### src/rtl/instruction_loader_pkg.sv
`default_nettype none
// ============================================================================
// Module      : instruction_loader_pkg
// Description : Shared definitions for the instruction loader: FSM state
//               encoding, byte/word geometry constants and the word-index to
//               byte-address helper.
// Revision    : 1.0 - initial release
// ============================================================================
package instruction_loader_pkg;

    // Loader FSM state encoding (explicit 2-bit width).
    typedef enum logic [1:0] {
        ST_IDLE  = 2'd0,
        ST_LOAD  = 2'd1,
        ST_WRITE = 2'd2,
        ST_DONE  = 2'd3
    } state_t;

    // A MIPS instruction word is four bytes; word index -> byte offset is <<2.
    localparam int BYTES_PER_WORD   = 4;
    localparam int WORD_BYTES_SHIFT = 2;

    // Byte address of word 'idx' relative to 'base'. The index is widened to
    // 32 bits before shifting so the offset is never truncated.
    function automatic logic [31:0] word_addr(input logic [31:0] base,
                                              input logic [15:0] idx);
        return base + ({16'd0, idx} << WORD_BYTES_SHIFT);
    endfunction

endpackage : instruction_loader_pkg
`default_nettype wire

### src/rtl/instruction_loader_byte_packer.sv
`default_nettype none
// ============================================================================
// Module      : byte_packer
// Description : Big-endian byte-to-word packer. A 32-bit shift register takes
//               one byte per accepted beat (first byte ends up in 31:24); a
//               2-bit counter tracks the position within the word.
// Ports       : clk, rst       - clock, asynchronous active-high reset
//               clear          - drop any partial word, counter back to 0
//               byte_en        - a byte is accepted this cycle
//               byte_in[7:0]   - accepted byte
//               word_next[31:0]- assembled word including this cycle's byte
//               word_full      - this cycle's byte completes a word
// Revision    : 1.0 - initial release
// ============================================================================
module byte_packer
    import instruction_loader_pkg::*;
(
    input  logic        clk,
    input  logic        rst,
    input  logic        clear,
    input  logic        byte_en,
    input  logic [7:0]  byte_in,
    output logic [31:0] word_next,
    output logic        word_full
);

    logic [31:0] shift_q, shift_d;
    logic [1:0]  cnt_q,   cnt_d;

    // word_next is combinational so the owner can capture a complete word on
    // the same edge that accepts its last byte (one-cycle write latency).
    assign word_next = byte_en ? {shift_q[23:0], byte_in} : shift_q;
    assign word_full = byte_en && (cnt_q == 2'(BYTES_PER_WORD - 1));

    always_comb begin
        shift_d = shift_q;
        cnt_d   = cnt_q;
        if (clear) begin
            shift_d = 32'd0;
            cnt_d   = 2'd0;
        end else if (byte_en) begin
            shift_d = word_next;
            // 2-bit counter wraps to 0 after the 4th byte, ready for the next word.
            cnt_d   = cnt_q + 2'd1;
        end
    end

    always_ff @(posedge clk or posedge rst) begin
        if (rst) begin
            shift_q <= 32'd0;
            cnt_q   <= 2'd0;
        end else begin
            shift_q <= shift_d;
            cnt_q   <= cnt_d;
        end
    end

endmodule : byte_packer
`default_nettype wire

### src/rtl/instruction_loader.sv
`default_nettype none
// ============================================================================
// Module      : instruction_loader
// Description : Loads word_count big-endian 32-bit instructions from a byte
//               stream into an instruction RAM starting at BASE_ADDR.
// Ports       : clk, rst          - clock, asynchronous active-high reset
//               start, word_count - load request and its length in words
//               in_valid, in_data - byte stream in
//               in_ready          - loader accepts a byte (LOAD only)
//               wr_en, wr_addr,
//               wr_data           - one-cycle RAM write strobe, address, data
//               busy, done, error - status: active, completion pulse,
//                                   sticky rejected-start flag
// Revision    : 1.0 - initial release
// ============================================================================
module instruction_loader
    import instruction_loader_pkg::*;
#(
    parameter int          DEPTH_WORDS = 64,
    parameter logic [31:0] BASE_ADDR   = 32'd0
) (
    input  logic        clk,
    input  logic        rst,
    input  logic        start,
    input  logic [15:0] word_count,
    input  logic        in_valid,
    input  logic [7:0]  in_data,
    output logic        in_ready,
    output logic        wr_en,
    output logic [31:0] wr_addr,
    output logic [31:0] wr_data,
    output logic        busy,
    output logic        done,
    output logic        error
);

    state_t      state_q,    state_d;
    logic        in_ready_q, in_ready_d;
    logic        wr_en_q,    wr_en_d;
    logic [31:0] wr_addr_q,  wr_addr_d;
    logic [31:0] wr_data_q,  wr_data_d;
    logic        busy_q,     busy_d;
    logic        done_q,     done_d;
    logic        error_q,    error_d;
    logic [15:0] index_q,    index_d;
    logic [15:0] count_q,    count_d;

    logic        w_byte_en;
    logic        w_reject;
    logic        w_pk_clear;
    logic [31:0] w_pk_word;
    logic        w_pk_full;

    // in_ready_q is high exactly while in LOAD, so it doubles as the accept qualifier.
    assign w_byte_en = in_valid && in_ready_q;
    // 32-bit compare keeps this correct for any DEPTH_WORDS value.
    assign w_reject  = (word_count == 16'd0) ||
                       (32'(word_count) > 32'(DEPTH_WORDS));

    byte_packer u_packer (
        .clk       (clk),
        .rst       (rst),
        .clear     (w_pk_clear),
        .byte_en   (w_byte_en),
        .byte_in   (in_data),
        .word_next (w_pk_word),
        .word_full (w_pk_full)
    );

    always_comb begin
        state_d    = state_q;
        in_ready_d = in_ready_q;
        wr_en_d    = 1'b0;
        wr_addr_d  = wr_addr_q;
        wr_data_d  = wr_data_q;
        busy_d     = busy_q;
        done_d     = 1'b0;
        error_d    = error_q;
        index_d    = index_q;
        count_d    = count_q;
        w_pk_clear = 1'b0;

        case (state_q)
            ST_IDLE: begin
                if (start) begin
                    if (w_reject) begin
                        error_d = 1'b1;
                    end else begin
                        error_d    = 1'b0;
                        count_d    = word_count;
                        index_d    = 16'd0;
                        w_pk_clear = 1'b1;
                        state_d    = ST_LOAD;
                        in_ready_d = 1'b1;
                        busy_d     = 1'b1;
                    end
                end
            end
            ST_LOAD: begin
                // start is deliberately not looked at here: a busy loader ignores it.
                if (w_pk_full) begin
                    state_d    = ST_WRITE;
                    in_ready_d = 1'b0;
                    wr_en_d    = 1'b1;
                    wr_addr_d  = word_addr(BASE_ADDR, index_q);
                    wr_data_d  = w_pk_word;
                end
            end
            ST_WRITE: begin
                index_d = index_q + 16'd1;
                if ((index_q + 16'd1) == count_q) begin
                    state_d = ST_DONE;
                    done_d  = 1'b1;
                end else begin
                    state_d    = ST_LOAD;
                    in_ready_d = 1'b1;
                end
            end
            ST_DONE: begin
                state_d = ST_IDLE;
                busy_d  = 1'b0;
            end
            default: begin
                state_d    = ST_IDLE;
                in_ready_d = 1'b0;
                busy_d     = 1'b0;
            end
        endcase
    end

    always_ff @(posedge clk or posedge rst) begin
        if (rst) begin
            state_q    <= ST_IDLE;
            in_ready_q <= 1'b0;
            wr_en_q    <= 1'b0;
            wr_addr_q  <= 32'd0;
            wr_data_q  <= 32'd0;
            busy_q     <= 1'b0;
            done_q     <= 1'b0;
            error_q    <= 1'b0;
            index_q    <= 16'd0;
            count_q    <= 16'd0;
        end else begin
            state_q    <= state_d;
            in_ready_q <= in_ready_d;
            wr_en_q    <= wr_en_d;
            wr_addr_q  <= wr_addr_d;
            wr_data_q  <= wr_data_d;
            busy_q     <= busy_d;
            done_q     <= done_d;
            error_q    <= error_d;
            index_q    <= index_d;
            count_q    <= count_d;
        end
    end

    assign in_ready = in_ready_q;
    assign wr_en    = wr_en_q;
    assign wr_addr  = wr_addr_q;
    assign wr_data  = wr_data_q;
    assign busy     = busy_q;
    assign done     = done_q;
    assign error    = error_q;

endmodule : instruction_loader
`default_nettype wire

### config.mk
export PLATFORM = sky130hd
export DESIGN_NAME = instruction_loader
export DESIGN_NICKNAME = d
export VERILOG_FILES = /design/src/rtl/instruction_loader_pkg.sv /design/src/rtl/instruction_loader_byte_packer.sv /design/src/rtl/instruction_loader.sv
export SDC_FILE = /design/constraint.sdc
export NUM_CORES = 1
export LEC_CHECK = 0
export BUFFER_PORTS_ARGS = -buffer_cell sky130_fd_sc_hd__buf_4
export CAP_MARGIN = 20
export CORE_MARGIN = 5
export CORE_UTILIZATION = 40
export CTS_BUF_LIST = sky130_fd_sc_hd__clkbuf_4
export CTS_CLUSTER_DIAMETER = 50
export CTS_CLUSTER_SIZE = 14
export DETAILED_ROUTE_END_ITERATION = 12
export RECOVER_POWER = 25
export SYNTH_ARGS = -nofsm -noshare
export SYNTH_HDL_FRONTEND = slang
export SYNTH_SLANG_ARGS = --single-unit
### constraint.sdc
create_clock -name clk -period 8.2 [get_ports clk]
set_input_delay 0.82 -clock clk [delete_from_list [all_inputs] [get_ports clk]]
set_output_delay 0.82 -clock clk [all_outputs]
set_load 0.03 [all_outputs]
==> flow_summary.json, run 1 <==
{
  "run_status": "finished with violations",
  "violations": "max-capacitance violations, max-slew violations",
  "p_clk_frac": 0.168,
  "fin_crit_ps": 3219,
  "routed_wl_microns": 10870,
  "synthToLayoutAreaGrowth_pct": 18.15,
  "grt_max_degree": 75,
  "hold_class": "register to register",
  "yosys_warnings": 0,
  "routed_via_density": 4.904,
  "grt_use_total": 0.1460,
  "tightest_slew_ps": 2092,
  "die-area_sq_um": 15540,
  "worstPathRequired_ps": 8600,
  "gp_congestion": 0.8468,
  "crit_path_end_kind": "register",
  "clock-sinks": 121,
  "ant_nets": 0,
  "critPathKind": "register to register",
  "io_pins": 97,
  "max_freq_mhz": 310.7,
  "cts_tree": "built",
  "ys.flop_type": "dfrtp_1",
  "regArea_sq_um": 3028,
  "power_density_nw_per_um2": 384.7,
  "place.detailed.hpwl_microns": 7211,
  "setup_viol": 0,
  "r2r.worst_path.cells": 8,
  "clk_latency_ps": 530,
  "num_vias": 3644,
  "fillCellCount": 1216,
  "ir_drop_mv": 0.2079,
  "critPathMaxFanout": 8,
  "port_buffers": 80,
  "die_h_microns": 124.7,
  "synth_cell_type_count": 41,
  "seq_area_frac_synth": 0.5758,
  "finalHoldViolCount": 0,
  "grt_pass1_vias": 3617,
  "drc": 0,
  "synth_area_leaders": "dfrtp_1 58%, mux2i_1 7.0%, nor2_1 6.4%",
  "dr.pass1.iters": 4,
  "htree_levels": 4,
  "die_w_microns": 124.7,
  "grt_pass1_wl_microns": 18440,
  "switching_share": 0.4107,
  "start_util": 0.4117,
  "internal-power_uw": 1408,
  "synth_top_area_frac": 0.5758,
  "holdPathStages": 1,
  "nets": 589,
  "yosys.area.top_type": "dfrtp_1",
  "finalSetupTns_ps": 0,
  "cts_root_buf": "clkbuf_4",
  "drv_slew": 134,
  "worstPathArrival_ps": 3620,
  "layout.cells.non_filler": 743,
  "combPwrFrac": 0.395,
  "critPathMaxStageDelay_ps": 530,
  "skew_ps": 15.56,
  "switchingPower_uw": 981.6,
  "maxSlewHeadroom": -0.4021,
  "antennaDiodeCount": 0,
  "cts_buffer_depth": 2,
  "syn_inst": 481,
  "first_iter_violations": 285,
  "seqPwrFrac": 0.437,
  "p_leak_uw": 0.002963,
  "rsz0062_at_grt": "no",
  "globalRouteOverflowTotal": 0,
  "numCtsBuffers": 17,
  "r2r_setup_slack_ps": 4980,
  "core_area_sq_um": 12770,
  "startpoint_type": "register",
  "yosysMostFrequentCell": "dfrtp_1",
  "synth-async-reset-ratio": 1.000,
  "cts_resized": 0,
  "layout-drive-gt1-share": 0.2504,
  "cp_cell_sequence": "ha_1 -> nand3_1 -> nor2_1 -> nand4_1 -> xnor2_1 -> or4_1 -> nor4_2 -> a21oi_1",
  "rows": 41,
  "period_share": 0.3925,
  "clk_transition_reported_paths_ps": 100,
  "synth_area_sq_um": 5259,
  "post_drt_wl_per_cell_microns": 14.63,
  "synth_edf_count": 0,
  "ys_ff_latch": 121,
  "place_inst": 712,
  "postCtsHoldBufs": 0,
  "drv_cap": 3,
  "multiInputGateArea_sq_um": 2062,
  "cp_slowest_cell": "dfrtp_1",
  "antenna_found_initial": 0,
  "ys_top_cells_by_count": "121 x dfrtp_1, 90 x nor2_1, 40 x a21oi_1, 37 x mux2i_1, 24 x o21ai_0",
  "cts_setup_buffers": 0,
  "syn-mean-instance-area_sq_um": 10.93
}
[sequential cells by signal, summed over array words and instances, names as in the netlist]
register,count
in_ready,1
index_q,16
count_q,16
done,1
u_packer.cnt_q,2
wr_en,1
u_packer.shift_q,32
wr_addr,16
busy,1
error,1
state_q,2
wr_data,32
[per-layer routing]
| metal | global-route usage | share of wire | up-vias |
|---|---|---|---|
| li1 | - | - | 1770 |
| met1 | 0.1944 | 0.46 | 1761 |
| met2 | 0.2176 | 0.46 | 94 |
| met3 | 0.05060 | 0.059 | 19 |
| met4 | 0.06061 | 0.019 | 0 |
| met5 | 0 | 0 | - |
[stage by stage]
stage | hold WS [ps] | total power, uW | worst slack, ps | util | area (sq um)
after floorplan | 483.6 | 1680 | 4166 | - | 5315
after global placement | 485.1 | 1986 | 4851 | 0.4667 | 5962
after detailed placement | 498.1 | 2009 | 4779 | 0.4667 | 5962
after CTS | 334.2 | 2425 | 4970 | 0.4875 | 6227
after global routing | 482.9 | 2565 | 4696 | 0.4864 | 6213
final | 514.8 | 2390 | 4981 | 0.4864 | 6213
[critical path: cells and delay by family, from the launching register on]
| family | cells | cell delay, ps |
|---|---|---|
| flip-flops | 1 | 530 |
| AND/OR/NAND/NOR | 5 | 1900 |
| adder cells (fa/ha/maj) | 1 | 320 |
| XOR/XNOR | 1 | 220 |
| AO/OA/AOI/OAI | 1 | 130 |
[cells by family (layout without fill, tap and decap cells)]
kind of cell             after synthesis  count (layout)  share of synthesized area
AO/OA/AOI/OAI                         76              76                    0.07852
other                                  1              16                  0.0007131
multiplexers                          60              60                     0.1197
flip-flops                           121             121                     0.5758
AND/OR/NAND/NOR                      151             151                     0.1347
XOR/XNOR                              25              25                    0.04164
buffers and inverters                 45             120                    0.04426
adder cells (fa/ha/maj)                2               2                   0.004758
[placed cells by master (no fill, tap or decap), types with 2 or more instances in the layout]
cell	instances
a21oi_1	40
nor2b_1	9
clkinvlp_4	6
o31ai_1	4
clkinv_1	3
nand2_1	17
nor3b_1	2
nand4_1	4
conb_1	16
nor4_2	2
o21ai_0	24
a22oi_1	2
clkbuf_1	2
clkbuf_4	20
nand2_2	2
inv_1	4
mux2_2	23
nor2_1	90
bufinv_16	2
ha_1	2
or4_1	3
buf_4	80
nand3_1	7
mux2i_1	37
a21o_1	2
xor2_1	12
nor3_1	4
xnor2_1	13
dfrtp_1	121
[area by class of cell]
| class | instances | area share |
|---|---|---|
| Sequential cell | 121 | 0.4873 |
| Tap cell | 172 | 0.03464 |
| Multi-Input combinational cell | 330 | 0.3319 |
| Timing Repair Buffer | 84 | 0.1003 |
| Clock inverter | 13 | 0.02094 |
| Inverter | 5 | 0.003222 |
| Clock buffer | 18 | 0.02175 |
[final timing paths]
| check | start | end |
|---|---|---|
| max | index_q[0] | in_ready |
| max reg2reg | index_q[0] | in_ready |
| min | wr_addr[7] | wr_addr[7] |
| min in group asynchronous | rst | u_packer.shift_q[25] |
| min reg2reg | wr_addr[7] | wr_addr[7] |
| max in group asynchronous | rst | u_packer.shift_q[1] |
[power by group through the flow]
stage	clock, uW	combinational [uW]	sequential, uW
after floorplan	0	456	1220
after global placement	0	939	1050
after detailed placement	0	958	1050
after CTS	422	960	1040
after global routing	442	1040	1080
final	402	944	1040
Note: power is estimated with default switching activity, not from simulation.
==> run 2, diff against run 1 <==
- clock period: 8.2 -> 3.2 ns (I/O delays scaled with it)
==> run 2 against run 1 <==
Effect of this change:
- the flow finishes with violations (max-capacitance violations)
- register-to-register slack worse by 4600 ps
- clock skew is 2.2 ps higher
- count of clock-buffer cells in the layout is 1 lower
- die area stayed put
- sequential share of layout area is 1.3 points lower
- core utilization is 1.4 points higher
- fmax is 15% higher
- setup slack worse by 4600 ps
- critical path type unchanged
- worst hold slack worse by 460 ps
==> flow_summary.json, run 2 (synthesis gave the netlist of run 1 again) <==
{
  "crit_path_end_kind": "register",
  "startpoint_type": "register",
  "die_h_microns": 124.7,
  "die-area_sq_um": 15540,
  "r2r.worst_path.cells": 9,
  "place.detailed.hpwl_microns": 7561,
  "critPathMaxStageDelay_ps": 490,
  "htree_levels": 4,
  "drv_slew": 0,
  "antennaDiodeCount": 0,
  "routed_wl_microns": 11080,
  "globalRouteOverflowTotal": 0,
  "reg2reg_to": "in_ready",
  "worstPathArrival_ps": 3230,
  "numCtsBuffers": 17,
  "pre_cts_ws_ps": 409.9,
  "ant_nets": 0,
  "top_layer_used": "met4",
  "clk_transition_reported_paths_ps": 110,
  "grt_pass1_vias": 3754,
  "antenna_found_initial": 0,
  "maxSlewHeadroom": 0.02099,
  "io_pins": 97,
  "fillCellCount": 1186,
  "gp_congestion": 0.8301,
  "violations": "max-capacitance violations",
  "skew_ps": 17.78,
  "power_density_nw_per_um2": 985.3,
  "fin_crit_ps": 2802,
  "num_vias": 3667,
  "place_inst": 716,
  "hold_class": "input pin to register",
  "holdWs_ps": 55.14,
  "finalSetupTns_ps": 0,
  "run_status": "finished with violations",
  "postCtsHoldBufs": 9,
  "final_common_cell": "dfrtp_1",
  "placed_area_sq_um": 6006,
  "worstPathRequired_ps": 3630,
  "grt_use_total": 0.1518,
  "rsz0062_at_grt": "no",
  "cp_slowest_cell": "dfrtp_1",
  "cts_resized": 0,
  "drc": 0,
  "post_drt_wl_per_cell_microns": 14.65,
  "cts_setup_buffers": 0,
  "grt_pass1_wl_microns": 19200,
  "worstHoldStart": "in_data[7]",
  "holdPathStages": 3,
  "rows": 41,
  "critPathKind": "register to register",
  "drv_cap": 1,
  "r2r_setup_slack_ps": 400,
  "first_iter_violations": 166,
  "routed-wl-met2_microns": 5037,
  "min_to": "u_packer.shift_q[7]",
  "cp_cell_sequence": "ha_1 -> nand3_1 -> nor2_1 -> buf_4 -> nand4_1 -> xnor2_1 -> or4_1 -> nor4_2 -> a21oi_1",
  "layout.cells.non_filler": 756,
  "critPathMaxFanout": 8,
  "synthToLayoutAreaGrowth_pct": 21.46,
  "dr.pass1.iters": 4,
  "cts_buffer_depth": 2,
  "max_freq_mhz": 356.9,
  "period_share": 0.8755,
  "final_cell_mix": "121 x dfrtp_1, 90 x nor2_1, 86 x buf_4, 40 x a21oi_1, 37 x mux2i_1",
  "setup_viol": 0,
  "start_util": 0.4117,
  "cts_root_buf": "clkbuf_4",
  "setup_ws_ps": 398.3,
  "routed_via_density": 4.851,
  "clk_latency_ps": 540,
  "tightest_slew_ps": 1460,
  "grt_max_degree": 66,
  "clock-sinks": 121,
  "rr_startpoint": "index_q[0]",
  "nets": 602,
  "ir_drop_mv": 0.5055,
  "port_buffers": 80,
  "layout-drive-gt1-share": 0.2586,
  "p_leak_uw": 0.003059,
  "fin_area_sq_um": 6387,
  "core_area_sq_um": 12770,
  "finalHoldViolCount": 0,
  "die_w_microns": 124.7,
  "cts_tree": "built",
  "wl_met3_microns": 700,
  "met1_length_microns": 5185
}
## run 2: cell count changes in the layout (fill, tap and decap cells not counted), sizes merged
| cell | previous run | this run |
|---|---|---|
| clkinv | 4 | 6 |
| inv | 5 | 4 |
| clkbuf | 22 | 19 |
| bufinv | 2 | 4 |
| dlygate4sd3 | 0 | 9 |
| buf | 80 | 86 |
| clkinvlp | 7 | 5 |
## run 2: cell type report
class                           instances  area, sq um  share of cell area
Clock buffer                           17        127.6             0.01998
Sequential cell                       121         3028              0.4740
Timing Repair Buffer                   97        748.2              0.1171
Clock inverter                         14        181.4             0.02840
Multi-Input combinational cell        330         2067              0.3236
Inverter                                5        20.02            0.003134
Tap cell                              172        215.2             0.03369
## run 2: routing by layer
layer,up-vias,track usage
li1,1794,-
met1,1772,0.1998
met2,88,0.2319
met3,13,0.05274
met4,0,0.05609
met5,-,0
## run 2: report_power, final
part	switching (uW)	internal [uW]	total [uW]	leakage, uW
Sequential	514	2150	2660	0.00146
Clock	576	606	1180	0.000154
Combinational	1440	1010	2450	0.00144
Total	2530	3770	6290	0.00306
## run 2: through the flow
step           utilization  total power, uW
3_3_place_gp        0.4702             5110
2_1_floorplan            -             4305
4_1_cts             0.5014             6374
6_report            0.5000             6293
3_5_place_dp        0.4702             5166
5_1_grt             0.5000             6748
## run 2: worst max-delay path, delay by kind of cell (launching register included)
| family | cells | cell delay (ps) |
|---|---|---|
| compound gates | 1 | 110 |
| fa+ha+maj | 1 | 310 |
| buf+inv | 1 | 160 |
| flops | 1 | 490 |
| simple gates | 5 | 1400 |
| xor+xnor | 1 | 210 |
## run 2: worst max path at each step
stage                     depth (start not counted)  slack (ps)          start                    to
after floorplan                                   8         640     index_q[0]              in_ready
after global placement                            8         540  word_count[3]  u_packer.shift_q[31]
after detailed placement                          9         410     index_q[0]              in_ready
after CTS                                         9         380     index_q[0]              in_ready
after global routing                              9          90     index_q[0]              in_ready
final                                             9         400     index_q[0]              in_ready
==> run 3, diff against run 2 <==
- SYNTH_HIERARCHICAL: unset -> 1
==> run 3 against run 2 <==
Effect of this change:
- the flow finishes with violations (max-capacitance violations, max-slew violations)
- final cell count up 8.2%
- sequential share of layout area decreased by 2.2 points
- highest routed layer unchanged
- critical endpoint unchanged
- largest cell class unchanged
- flip-flop and latch count unchanged
- clock power is 8% higher
- via count is 9.1% higher
==> flow_summary.json, run 3 <==
{
  "grt_use_total": 0.1558,
  "start_util": 0.4087,
  "seq_area_frac_synth": 0.5316,
  "dr.pass1.iters": 4,
  "clk_transition_reported_paths_ps": 110,
  "drv_cap": 2,
  "grt_pass1_wl_microns": 20780,
  "fin_crit_ps": 2903,
  "post_drt_wl_per_cell_microns": 15.13,
  "drv_slew": 67,
  "cts_root_buf": "clkbuf_4",
  "synth_top_area_frac": 0.5316,
  "num_vias": 4002,
  "startpoint_type": "register",
  "violations": "max-capacitance violations, max-slew violations",
  "die-area_sq_um": 16730,
  "worstPathRequired_ps": 3600,
  "synth_cell_type_count": 48,
  "ir_drop_mv": 0.1981,
  "pre_cts_ws_ps": 381.0,
  "ys.flop_type": "dfrtp_1",
  "critPathKind": "register to register",
  "maxSlewHeadroom": -0.2375,
  "nets": 655,
  "worstPathArrival_ps": 3300,
  "crit_path_end_kind": "register",
  "skew_ps": 16.40,
  "syn_inst": 548,
  "finalHoldViolCount": 0,
  "rsz0062_at_grt": "no",
  "fin_area_sq_um": 6698,
  "power_density_nw_per_um2": 456.9,
  "period_share": 0.9073,
  "io_pins": 97,
  "htree_levels": 4,
  "routed_via_density": 4.892,
  "ant_nets": 0,
  "final_cell_mix": "153 x nand2_1, 121 x dfrtp_1, 83 x buf_4, 42 x nor2b_1, 27 x mux2_4",
  "yosys.area.top_type": "dfrtp_1",
  "die_h_microns": 129.3,
  "clock-sinks": 121,
  "p_leak_uw": 0.003500,
  "synth_edf_count": 0,
  "cts_setup_buffers": 0,
  "clk_latency_ps": 500,
  "cp_cell_sequence": "ha_1 -> nand3_1 -> nor4_1 -> xnor2_1 -> nand4_1 -> or4_4 -> o211a_1",
  "setup_ws_ps": 296.6,
  "postCtsHoldBufs": 1,
  "yosys_warnings": 6,
  "hold_class": "input pin to register",
  "globalRouteOverflowTotal": 0,
  "place.detailed.hpwl_microns": 8458,
  "numCtsBuffers": 17,
  "cts_resized": 0,
  "setup_viol": 0,
  "drc": 0,
  "grt_max_degree": 57,
  "layout-drive-gt1-share": 0.2539,
  "critPathMaxFanout": 8,
  "synth_area_sq_um": 5695,
  "syn-mean-instance-area_sq_um": 10.39,
  "run_status": "finished with violations",
  "core_area_sq_um": 13930,
  "max_freq_mhz": 344.4,
  "routed_wl_microns": 12380,
  "antenna_found_initial": 0,
  "grt_pass1_vias": 4033,
  "critPathMaxStageDelay_ps": 590,
  "cts_tree": "built",
  "finalSetupTns_ps": 0,
  "antennaDiodeCount": 0,
  "synthToLayoutAreaGrowth_pct": 17.60,
  "gp_congestion": 0.8483,
  "synth_area_leaders": "dfrtp_1 53%, nand2_1 10%, mux2_4 7.1%",
  "yosysMostFrequentCell": "nand2_1",
  "synth-async-reset-ratio": 1.000,
  "cp_slowest_cell": "nor4_1",
  "tightest_slew_ps": 1856,
  "final_common_cell": "nand2_1",
  "rows": 43,
  "first_iter_violations": 320,
  "die_w_microns": 129.3,
  "cts_buffer_depth": 2,
  "placed_area_sq_um": 6346,
  "ys_ff_latch": 121,
  "r2r_setup_slack_ps": 300,
  "ys_top_cells_by_count": "153 x nand2_1, 121 x dfrtp_1, 42 x nor2b_1, 27 x mux2_4, 22 x o21ai_0",
  "port_buffers": 80
}
run 3: cells by family after synthesis:
kind of cell               share of synthesized area
AOI/OAI and AO/OA                            0.05822
xor gates and xnor gates                     0.03844
adders and majority gates                   0.004393
buffers and inverters                        0.05932
DFF                                           0.5316
muxes                                        0.09842
other                                      0.0006584
and+or+nand+nor                               0.2089
run 3: layout make-up:
type / count / area, sq um
Inverter: 7 / 27.53
Fill cell: 1320 / 7237
Sequential cell: 121 / 3028
Multi-Input combinational cell: 389 / 2387
Clock inverter: 14 / 203.9
Tap cell: 180 / 225.2
Timing Repair Buffer: 89 / 690.7
Clock buffer: 18 / 135.1
run 3: critical path: cells and delay by family, from the launching register on:
kind	cells	cell delay, ps
compound gates	1	220
flops	1	510
simple gates	4	1540
xor+xnor	1	190
fa+ha+maj	1	340
run 3: path summary, 6_finish.rpt:
kind | from | endpoint | cells past startpoint
setup / recovery | index_q[0] | in_ready | 7
hold / removal | word_count[3] | count_q[3] | 2
setup reg to reg | index_q[0] | in_ready | 7
hold reg to reg | wr_addr[11] | wr_addr[11] | 2
max in group asynchronous | rst | u_packer/shift_q[24] | 4
min in group asynchronous | rst | wr_data[4] | 3
run 3: power breakdown:
part	internal, uW	total [uW]	switching (uW)
Combinational	88.6	192	103
Sequential	1560	1600	33.5
Clock	699	1270	574
Total	2350	3060	710
run 3: metal layers:
| layer | track usage | wire, microns | part of all wire |
|---|---|---|---|
| met2 | 0.2320 | 5708 | 0.46 |
| met1 | 0.2242 | 5856 | 0.47 |
| met5 | 0 | 0 | 0 |
| met3 | 0.04782 | 748 | 0.060 |
| met4 | 0.03644 | 65 | 0.0053 |
run 3: per-stage QoR:
stage	total power, uW	util	instances	hold WS (ps)
after CTS	3103	0.4805	817	3.036
after global placement	1812	0.4554	784	408.1
after floorplan	1773	-	563	461.6
final	3060	0.4807	818	56.13
after detailed placement	1819	0.4554	784	430.8
after global routing	3202	0.4807	818	3.359
